--- src/rtl/gpio_bank_arbiter.sv ---
// Round-robin owner arbiter for one shared GPIO pad bank with two controllers.
// Every handover passes through an all-tristate turnaround so no pad sees two drivers.
module gpio_bank_arbiter #(
  parameter int NUM_GPIO    = 64,
  parameter int TURN_CYCLES = 4
) (
  input  logic                clk_i,
  input  logic                rst_i,
  input  logic [1:0]          req_i,
  output logic [1:0]          gnt_o,
  input  logic [NUM_GPIO-1:0] r0_gpio_out_i,
  input  logic [NUM_GPIO-1:0] r0_gpio_dir_i,
  output logic [NUM_GPIO-1:0] r0_gpio_in_o,
  input  logic [NUM_GPIO-1:0] r1_gpio_out_i,
  input  logic [NUM_GPIO-1:0] r1_gpio_dir_i,
  output logic [NUM_GPIO-1:0] r1_gpio_in_o,
  output logic [NUM_GPIO-1:0] gpio_out_o,
  output logic [NUM_GPIO-1:0] gpio_dir_o,
  input  logic [NUM_GPIO-1:0] gpio_in_i,
  output logic                turn_o,
  output logic [1:0]          owner_o
);

  typedef enum logic [1:0] {IDLE, OWN0, OWN1, TURN} state_e;

  localparam logic [7:0] TURN_LOAD = 8'(TURN_CYCLES - 1);

  state_e     state_q, state_d;
  logic       last_owner_q, last_owner_d;
  logic [7:0] cnt_q, cnt_d;
  logic       win_valid;
  logic       win_id;

  // On contention the requester that did not own the bank last time wins.
  always_comb begin
    win_valid = (req_i != 2'b00);
    win_id    = 1'b0;
    case (req_i)
      2'b10:   win_id = 1'b1;
      2'b11:   win_id = ~last_owner_q;
      default: win_id = 1'b0;
    endcase
  end

  always_comb begin
    state_d      = state_q;
    last_owner_d = last_owner_q;
    cnt_d        = cnt_q;
    case (state_q)
      IDLE: begin
        if (win_valid) begin
          state_d      = win_id ? OWN1 : OWN0;
          last_owner_d = win_id;
        end
      end
      OWN0: begin
        if (!req_i[0]) begin
          state_d = TURN;
          cnt_d   = TURN_LOAD;
        end
      end
      OWN1: begin
        if (!req_i[1]) begin
          state_d = TURN;
          cnt_d   = TURN_LOAD;
        end
      end
      TURN: begin
        if (cnt_q == 8'd0) begin
          if (win_valid) begin
            state_d      = win_id ? OWN1 : OWN0;
            last_owner_d = win_id;
          end else begin
            state_d = IDLE;
          end
        end else begin
          cnt_d = cnt_q - 8'd1;
        end
      end
      default: state_d = IDLE;
    endcase
  end

  always_ff @(posedge clk_i) begin
    if (rst_i) begin
      state_q      <= IDLE;
      last_owner_q <= 1'b1;
      cnt_q        <= 8'd0;
    end else begin
      state_q      <= state_d;
      last_owner_q <= last_owner_d;
      cnt_q        <= cnt_d;
    end
  end

  // Status and pad routing decode from the state register only; data is a zero-latency mux.
  always_comb begin
    gnt_o        = 2'b00;
    owner_o      = 2'b00;
    turn_o       = 1'b0;
    gpio_out_o   = '0;
    gpio_dir_o   = '0;
    r0_gpio_in_o = '0;
    r1_gpio_in_o = '0;
    case (state_q)
      OWN0: begin
        gnt_o        = 2'b01;
        owner_o      = 2'b01;
        gpio_out_o   = r0_gpio_out_i;
        gpio_dir_o   = r0_gpio_dir_i;
        r0_gpio_in_o = gpio_in_i;
      end
      OWN1: begin
        gnt_o        = 2'b10;
        owner_o      = 2'b10;
        gpio_out_o   = r1_gpio_out_i;
        gpio_dir_o   = r1_gpio_dir_i;
        r1_gpio_in_o = gpio_in_i;
      end
      TURN:    turn_o = 1'b1;
      default: ;
    endcase
  end

`ifndef SYNTHESIS
  logic [8:0] gap_q;
  logic       had_gnt_q;
  logic [1:0] gnt_prev_q;

  always_ff @(posedge clk_i) begin
    if (rst_i) begin
      gap_q      <= 9'd0;
      had_gnt_q  <= 1'b0;
      gnt_prev_q <= 2'b00;
    end else begin
      gnt_prev_q <= gnt_o;
      if (gnt_o == 2'b00) begin
        if (gap_q != 9'h1ff) gap_q <= gap_q + 9'd1;
      end else begin
        gap_q     <= 9'd0;
        had_gnt_q <= 1'b1;
      end
    end
  end

  a_gnt_onehot: assert property (@(posedge clk_i) disable iff (rst_i) gnt_o != 2'b11);
  a_idle_tristate: assert property (@(posedge clk_i) disable iff (rst_i)
    (gnt_o == 2'b00) |-> (gpio_dir_o == '0));
  a_no_direct_switch: assert property (@(posedge clk_i) disable iff (rst_i)
    (gnt_o != 2'b00 && gnt_prev_q != 2'b00) |-> (gnt_o == gnt_prev_q));
  a_turn_gap: assert property (@(posedge clk_i) disable iff (rst_i)
    (gnt_o != 2'b00 && gnt_prev_q == 2'b00 && had_gnt_q) |-> (gap_q >= 9'(TURN_CYCLES)));
`endif

endmodule

--- config.mk ---
export PLATFORM = sky130hd
export DESIGN_NAME = gpio_bank_arbiter
export DESIGN_NICKNAME = d
export VERILOG_FILES = /design/src/rtl/gpio_bank_arbiter.sv
export SDC_FILE = /design/constraint.sdc
export NUM_CORES = 1
export LEC_CHECK = 0
export ABC_CLOCK_PERIOD_IN_PS = 1650
export BUFFER_PORTS_ARGS = -buffer_cell sky130_fd_sc_hd__buf_2
export CAP_MARGIN = 20
export CELL_PAD_IN_SITES_DETAIL_PLACEMENT = 0
export CELL_PAD_IN_SITES_GLOBAL_PLACEMENT = 2
export CORE_AREA = 10 10 220 222
export DETAILED_ROUTE_END_ITERATION = 8
export DIE_AREA = 0 0 230 232
export GPL_ROUTABILITY_DRIVEN = 0
export PLACE_DENSITY_LB_ADDON = 0.1
export SYNTH_ARGS = -nofsm -noshare
export SYNTH_HDL_FRONTEND = slang
export SYNTH_SLANG_ARGS = --single-unit
--- constraint.sdc ---
create_clock -name clk_i -period 1.65 [get_ports clk_i]
set_input_delay 0.165 -clock clk_i [delete_from_list [all_inputs] [get_ports clk_i]]
set_output_delay 0.165 -clock clk_i [all_outputs]
set_load 0.05 [all_outputs]
==> results of run 1 <==
==> per-layer routing <==
metal	track usage, %	share of wire, %	vias to the layer above
met3	5.03	6.7	54
met2	29.8	58	206
met1	14.8	34	3329
li1	-	-	3252
met5	0	0.50	-
met4	2.08	1.5	30
==> per-stage QoR <==
stage          area, um2  std cells  utilization, %
2_1_floorplan       4290        525               -
3_3_place_gp        9610       1720            21.9
3_5_place_dp        9610       1720            21.9
4_1_cts            12400       1763            28.3
5_1_grt            13800       1811            31.5
6_report           13900       1814            31.5
==> sequential cells by signal (all words and copies together), names as in the netlist <==
signal and cells:
state_q 2, last_owner_q 1, cnt_q 8
==> cell families (layout without fill, tap and decap cells) <==
family                     after synthesis  in the layout
other                                    0              8
buffers and inverters                   70            759
and+or+nand+nor                        274            274
muxes                                    2              2
DFF                                     11             11
adders and majority gates                9              9
AOI/OAI and AO/OA                      159            159
==> layout make-up <==
cell class                      count  share of cell area (%)
Multi-Input combinational cell    444                    32.9
Clock inverter                      1                  0.0361
Tap cell                          592                    5.35
Antenna cell                        8                   0.145
Timing Repair Buffer              745                    59.0
Sequential cell                    11                    1.65
Clock buffer                        3                   0.542
Inverter                           10                   0.397
==> report_power, final <==
part / leakage [nW] / switching, W / internal (W)
Combinational: 5.62 / 0.0137 / 0.0118
Clock: 0.0409 / 0.000143 / 0.000323
Sequential: 0.0921 / 0.0000735 / 0.000351
Total: 5.75 / 0.0139 / 0.0125
==> final timing paths <==
kind | startpoint | end | slack, ps | cells after the start
max | state_q[0] | cnt_q[5] | -330 | 8
min | rst_i | state_q[1] | 220 | 2
max reg2reg | state_q[0] | cnt_q[5] | -330 | 8
min reg2reg | cnt_q[0] | cnt_q[0] | 430 | 1
==> worst max-delay path: cells and delay by family, from the launching register on <==
kind	cells	cell delay [ps]
AOI/OAI and AO/OA	3	510
buffers and inverters	3	420
adders and majority gates	1	210
and+or+nand+nor	1	410
DFF	1	360
==> placed cells by master, fill, tap and decap left out, types with 2 or more instances in the layout <==
master,instances
and2_4,85
and2_2,31
inv_4,2
or2_2,2
buf_12,120
a21oi_1,9
mux2i_1,2
or4_1,2
or4_4,2
buf_8,103
o21ai_1,3
clkbuf_16,20
buf_2,328
nor2_1,11
buf_6,92
a22oi_2,125
nor2_2,14
a22oi_1,4
a311oi_2,2
buf_16,23
nand2_1,2
a21oi_2,3
dfxtp_1,8
o31ai_1,4
dfxtp_4,2
nor2_4,106
diode_2,8
ha_4,4
buf_4,61
and2_1,12
inv_1,7
ha_1,5
==> repair_timing <==
item,in CTS,in global routing
pin swaps,124,63
endpoints found under the hold margin,0,0
buffers inserted,21,33
setup endpoints to repair,267,268
gates cloned,19,18
resized for setup,568,239
==> results.cfg, run 1 <==
[outcome]
outcome = complete, but fails checks
violations = negative setup slack

[sta]
setup_violations = 268
rsz0062_at_grt = yes
period_needed_ps = 1980
fmax_mhz = 505
setup_ws_ps = -330
maxSlewHeadroom_pct = 81.4
finalSetupTns_ps = -56770
timing.final.crit_share_pct = 120
hold_viol = 0
tightest_slew_ps = 279
slew_violations = 0
fin_worst_skew_ps = 2.19
fin_hold_ws_ps = 223

[routing]
first_iter_violations = 144
dr.pass1.iters = 4
viasPerCell = 3.79
ant_nets = 0
postRouteWirelength_mm = 44.2
wl_per_cell_um = 24.3
via_count = 6871
drc = 0

[clock_network]
clock_sinks = 11
cts_hold_buf = 0
clockRootBuffer = clkbuf_16
cts_buffers = 3
clk_path_buf_depth = 2
htree_levels = 1
clkTransAtPathRegs_ps = 50
cts_tree = done
clock_latency_ps = 240

[global_routing]
grt.overflow.total = 0
antenna_found_initial = 25
grt_start_max_net_pins = 21
grt_pass1_vias = 7459
grt_first_pass_wirelength_mm = 58.0
grt.total_usage_pct = 14.9

[power_and_ir_drop]
cellPowerDensity_mw_per_mm2 = 1910
p_total_w = 0.0264
vdd_drop_max_mv = 0.673
p_leak_nw = 5.75

[synthesis]
synth_adder_area_share_pct = 3.49
ys_async_sr_fraction_pct = 0
yosys_most_used_dff = dfxtp_1
netlist_top_cells_area = a22oi_1 30%, and2_1 25%, nor2_1 15%, dfxtp_1 6.8%, clkbuf_1 5.7%
post_synth_num_cell_types = 34
avgSynthCellArea_um2 = 6.14
syn_nets = 858
synth_top_family_by_area = simple AND/OR/NAND/NOR gates
ys_top_cells_by_count = 131 x nor2_1, 129 x a22oi_1, 128 x and2_1
synth_top_area_share_pct = 30.0
synth_compound_area_share_pct = 36.9
muxShareOfSynthArea_pct = 0.621
synth_xor_xnor_area_share_pct = 0
synth_area_leader_cell = a22oi_1
ys_ff_latch = 11
synthSimpleGateAreaFrac_pct = 43.4
synth_warnings = 0
ys_seq_area_share_pct = 6.83
syn_inst = 525
synthMostInstantiatedCell = nor2_1
syn_area_mm2 = 0.00322
synth_edf_count = 0

[placement]
dpl_worst_slack_ps = -230
io_buffers = 584
hpwl_mm = 35.3

[layout]
nFillCells = 4679
layout-drive-gt1-share_pct = 93.7
nNetsFinal = 1548
multi_input_area_mm2 = 0.00455
syn2layout_area_growth_pct = 330
register_area_um2 = 229

[run]
maxCapViolCount = 0

[die]
core_area_mm2 = 0.0439
die_w_um = 230
io_pins = 585
fp.dieArea_mm2 = 0.0534
fp.dieH_um = 232
row_count = 77
start_util_pct = 7.34

[worst_setup_path]
cp.required_ps = 1830
worst_path_most_repeated_cell = buf_6
start_kind = flop
critPathMaxStageDelay_ps = 410
cp_max_fo = 6
cp-end-kind = flop
cp_cell_sequence = buf_12 -> ha_4 -> buf_6 -> a22oi_2 -> o211ai_4 -> buf_6 -> or4_4 -> a21oi_2
crit_arrival_ps = 2160
cp_slowest_cell = or4_4
path_class = flop to flop

[hold_path]
hold_class = input port to flop
No activity file was read; power rests on OpenSTA's default activity.
==> run 2: changes to the inputs <==
Settings changed: ABC_AREA from default to 1, CAP_MARGIN 20 to default.
==> results.cfg, run 2 <==
[die]
core_area_mm2 = 0.0439
fp.dieArea_mm2 = 0.0534
io_pins = 585
start_util_pct = 8.31
row_count = 77
die_w_um = 230
fp.dieH_um = 232

[synthesis]
syn_area_mm2 = 0.00365
ys_seq_area_share_pct = 6.03
synth_area_leader_cell = nand2_1
post_synth_num_cell_types = 27
avgSynthCellArea_um2 = 4.47
syn_inst = 817
synth_top_area_share_pct = 41.4
ys_top_cells_by_count = 403 x nand2_1, 140 x inv_1, 139 x a21oi_1
synth_edf_count = 0
netlist_top_cells_area = nand2_1 41%, a21oi_1 19%, inv_1 14%, buf_2 6.2%, dfxtp_1 6.0%
ys_ff_latch = 11
yosys_most_used_dff = dfxtp_1
syn_nets = 1150
synth_warnings = 0
ys_async_sr_fraction_pct = 0
synthMostInstantiatedCell = nand2_1

[power_and_ir_drop]
p_total_w = 0.0296
p_leak_nw = 7.07
cellPowerDensity_mw_per_mm2 = 2100
vdd_drop_max_mv = 0.892

[worst_setup_path]
cp_max_fo = 6
cp.required_ps = 1480
cp_cell_sequence = buf_6 -> ha_4 -> clkbuf_16 -> buf_12 -> buf_16 -> nand2_4 -> a21oi_4 -> buf_12
start_kind = flop
worst_path_most_repeated_cell = buf_12
cp_slowest_cell = dfxtp_4
critPathMaxStageDelay_ps = 360
path_class = flop to primary output
crit_arrival_ps = 1740
cp-end-kind = primary output

[sta]
maxSlewHeadroom_pct = 82.5
rsz0062_at_grt = yes
fin_worst_skew_ps = 1.01
tightest_slew_ps = 264
finalSetupTns_ps = -38600
period_needed_ps = 1900
fin_hold_ws_ps = 217
setup_violations = 262
hold_viol = 0
fmax_mhz = 526
setup_ws_ps = -251
timing.final.crit_share_pct = 115
slew_violations = 0

[routing]
viasPerCell = 3.73
postRouteWirelength_mm = 45.1
first_iter_violations = 146
ant_nets = 0
dr.pass1.iters = 4
drc = 0
wl_per_cell_um = 21.8
via_count = 7735

[clock_network]
cts_buffers = 3
clock_latency_ps = 240
clkTransAtPathRegs_ps = 50
clk_path_buf_depth = 2
cts_tree = done
htree_levels = 1
clock_sinks = 11
clockRootBuffer = clkbuf_16

[layout]
syn2layout_area_growth_pct = 286
largestRegisters = cnt_q: 8 flops, state_q: 2 flops, last_owner_q: 1 flops
nFillCells = 4767
largest-register = cnt_q
final_cell_mix = 329 x buf_2, 212 x nand2_1, 153 x buf_12, 112 x nand2_4, 91 x buf_6
final_area_mm2 = 0.0141
layout_commonest_cell = buf_2
layout-drive-gt1-share_pct = 77.6
largest_reg_flops = 8
nNetsFinal = 1809

[run]
maxCapViolCount = 0

[global_routing]
grt.total_usage_pct = 15.6
grt_pass1_vias = 7848
grt_first_pass_wirelength_mm = 60.8
antenna_found_initial = 17
grt.overflow.total = 0
grt_start_max_net_pins = 47

[hold_path]
hold_class = input port to flop

[placement]
dpl_worst_slack_ps = -286
postPlaceCellArea_mm2 = 0.0101
hpwl_mm = 36.6
io_buffers = 584

[outcome]
violations = negative setup slack
outcome = complete, but fails checks
[run 2: cell types whose count changed in the layout (fill, tap and decap cells not counted), moves of 51 or more]
cell	change
nand2_1	+210
a22oi_2	-125
nand2_4	+112
nor2_4	-106
and2_4	-85
nand2_2	+80
inv_2	+76
a21oi_2	+63
a21oi_4	+61
inv_1	+51
[run 2: per-stage QoR]
step	util (%)	cells
detailed placement	23.0	2006
floorplan	-	817
global route	32.1	2069
finish	32.1	2073
CTS	28.6	2052
global placement	23.0	2006
[run 2: power by group]
group / internal (W) / total [W] / switching, W / leakage [nW]
Combinational: 0.0120 / 0.0287 / 0.0167 / 6.94
Sequential: 0.000343 / 0.000401 / 0.0000578 / 0.0909
Clock: 0.000326 / 0.000463 / 0.000136 / 0.0382
[run 2: per-layer routing]
metal	global-route usage [%]	vias up	routed length (um)
met5	0	-	69
li1	-	3779	-
met2	29.9	327	24400
met1	16.5	3583	16400
met3	5.55	36	3910
met4	1.15	10	401
[run 2: worst max-delay path, delay by kind of cell (launching register included)]
family | cells | cell delay (ps)
buffers and inverters | 5 | 680
DFF | 1 | 360
adders and majority gates | 1 | 230
AOI/OAI and AO/OA | 1 | 160
and+or+nand+nor | 1 | 50
[run 2: cells by family (layout without fill, tap and decap cells)]
kind of cell	after synthesis	count (layout)	share of synthesized area, %
compound gates	149	149	20.6
xor+xnor	2	2	0.480
simple gates	442	442	47.1
flops	11	11	6.03
other cells	0	6	0
buf+inv	204	862	22.7
fa+ha+maj	9	9	3.08
[run 2: what timing repair did]
action	CTS	global route
buffers inserted	23	19
hold endpoints to repair	0	0
gates resized for setup	547	401
hold buffers	0	0
pin swaps	73	114
setup endpoints to repair	265	267
gates cloned	20	7
[run 2: final timing paths]
| path | from | end | slack, ps | cells after the start |
|---|---|---|---|---|
| max | state_q[0] | gpio_dir_o[30] | -250 | 8 |
| max reg2reg | state_q[0] | cnt_q[3] | -200 | 11 |
| min | rst_i | cnt_q[2] | 220 | 2 |
| min reg2reg | last_owner_q | last_owner_q | 460 | 2 |
[run 2: layout make-up]
type	count	area (um2)	area share, %
antenna	6	15.0	0.106
clock buffer	4	78.8	0.559
inverter	146	592	4.20
multi-input combinational	602	4690	33.2
sequential	11	225	1.60
tap	592	741	5.25
timing repair buffer	712	7760	55.1
==> run 3: changes to the inputs <==
Settings changed: ABC_AREA 1 to default, SETUP_SLACK_MARGIN from default to 0.5.
==> results.cfg, run 3 (synthesis gave the netlist of run 1 again) <==
[outcome]
outcome = complete, but fails checks
violations = negative setup slack

[sta]
fin_worst_skew_ps = 0.563
rsz0062_at_grt = yes
slew_violations = 0
fmax_mhz = 516
timing.final.crit_share_pct = 117
setup_ws_ps = -286
hold_viol = 0
period_needed_ps = 1940
setup_violations = 267
tightest_slew_ps = 404
finalSetupTns_ps = -43550
maxSlewHeadroom_pct = 73.0

[layout]
largest_reg_flops = 8
multi_input_area_mm2 = 0.00470
final_cell_mix = 323 x buf_2, 128 x nor2_4, 126 x a22oi_2, 113 x buf_12, 97 x buf_6
fin_util_pct = 31.2
syn2layout_area_growth_pct = 325
nNetsFinal = 1539
nFillCells = 4704
layout-drive-gt1-share_pct = 92.0
register_area_um2 = 228
largest-register = cnt_q
layout_commonest_cell = buf_2
fin_cells = 1800
largestRegisters = cnt_q: 8 flops, state_q: 2 flops, last_owner_q: 1 flops

[worst_setup_path]
cp-end-kind = primary output
r2r-start = state_q[0]
rr_worst_depth = 7
path_class = flop to primary output
cp_num_buf_inv = 5
rr_endpoint = cnt_q[5]
worst_path_most_repeated_cell = buf_12
critPathMaxStageDelay_ps = 380
start_kind = flop
crit_arrival_ps = 1770
crit_family = buffers and inverters
cp_max_fo = 8
cp_slowest_cell = dfxtp_4
cp.required_ps = 1480
cp_cell_sequence = inv_4 -> ha_4 -> buf_12 -> buf_12 -> buf_16 -> a22oi_2 -> nor2_4 -> buf_6
r2r_slack_ps = -200

[global_routing]
antenna_found_initial = 4
grt.total_usage_pct = 13.8
grt_first_pass_wirelength_mm = 54.8
grt_start_max_net_pins = 30
grt_pass1_vias = 7033
grt.overflow.total = 0

[die]
start_util_pct = 7.34
die_w_um = 230
row_count = 77
fp.dieArea_mm2 = 0.0534
core_area_mm2 = 0.0439
fp.dieH_um = 232
io_pins = 585

[routing]
postRouteWirelength_mm = 41.0
dr.pass1.iters = 4
wl_per_cell_um = 22.8
drc = 0
first_iter_violations = 131
via_count = 6653
ant_nets = 0
viasPerCell = 3.70

[placement]
hpwl_mm = 32.2
placed_cells = 1718
io_buffers = 584

[run]
maxCapViolCount = 0

[hold_path]
min_path_cells = 2
min_delay_worst_endpoint = cnt_q[1]
holdCritStartpoint = rst_i
hold_class = input port to flop

[power_and_ir_drop]
cellPowerDensity_mw_per_mm2 = 1950
power.internal_w = 0.0125
seqPwrFrac_pct = 1.6
combPwrFrac_pct = 96.7
clockPowerShare_pct = 1.7
vdd_drop_max_mv = 0.772
switching_share_pct = 53.1
power.switching_w = 0.0142
p_leak_nw = 5.64
p_total_w = 0.0267

[clock_network]
cts_hold_buf = 0
cts_buffers = 3
clk_path_buf_depth = 2
htree_levels = 1
clkTransAtPathRegs_ps = 50
clock_sinks = 11
cts_tree = done
clock_latency_ps = 240
clockRootBuffer = clkbuf_16
-- run 3: worst register-to-register path: stages (launching register included) --
cell      delay (ps)
dfxtp_4          380
buf_4            130
ha_4             130
or4bb_4          500
o211ai_4         290
buf_6            150
o31ai_1           50
a21oi_1          150
-- run 3: worst max path at each step --
stage | slack [ps] | from | end | depth (start not counted)
4_1_cts | -320 | state_q[0] | gpio_dir_o[35] | 8
5_1_grt | -350 | state_q[0] | gpio_out_o[27] | 8
3_5_place_dp | -260 | cnt_q[0] | cnt_q[5] | 7
2_1_floorplan | -90 | state_q[1] | cnt_q[7] | 6
3_3_place_gp | -250 | cnt_q[0] | cnt_q[5] | 7
6_report | -290 | state_q[0] | gpio_out_o[27] | 8
-- run 3: timing repair --
action	in CTS	in global routing
endpoints found under the hold margin	0	0
pin swaps	24	134
buffers inserted	19	24
gates resized for setup	456	225
gates cloned	20	12
setup endpoints to repair	272	272
-- run 3: through the flow --
| stage | setup slack (ps) | hold slack [ps] | area [um2] |
|---|---|---|---|
| global route | -346 | 236 | 13700 |
| global placement | -253 | 424 | 10000 |
| detailed placement | -265 | 428 | 10000 |
| CTS | -320 | 213 | 12500 |
| finish | -286 | 224 | 13700 |
| floorplan | -88.9 | 227 | 5240 |
-- run 3: cell type report --
class,count,share of cell area [%]
Timing Repair inverter,1,0.119
Antenna cell,3,0.0548
Timing Repair Buffer,734,57.5
Multi-Input combinational cell,445,34.3
Tap cell,592,5.40
Clock buffer,4,0.575
Inverter,10,0.420
Sequential cell,11,1.66
-- run 3: power groups by stage --
stage | sequential [W] | combinational (W) | clock, W
2_1_floorplan | 0.000429 | 0.0137 | 0
5_1_grt | 0.000436 | 0.0270 | 0.000491
4_1_cts | 0.000421 | 0.0237 | 0.000479
6_report | 0.000424 | 0.0258 | 0.000460
3_5_place_dp | 0.000439 | 0.0189 | 0
3_3_place_gp | 0.000439 | 0.0190 | 0
-- run 3: metal layers --
metal | vias to the layer above | part of all wire, % | track usage, % | wire, um
li1 | 3234 | - | - | -
met1 | 3210 | 37 | 15.3 | 15300
met2 | 203 | 57 | 27.2 | 23300
met3 | 6 | 5.3 | 3.05 | 2170
met4 | 0 | 0.46 | 1.15 | 189
met5 | - | 0 | 0 | 0
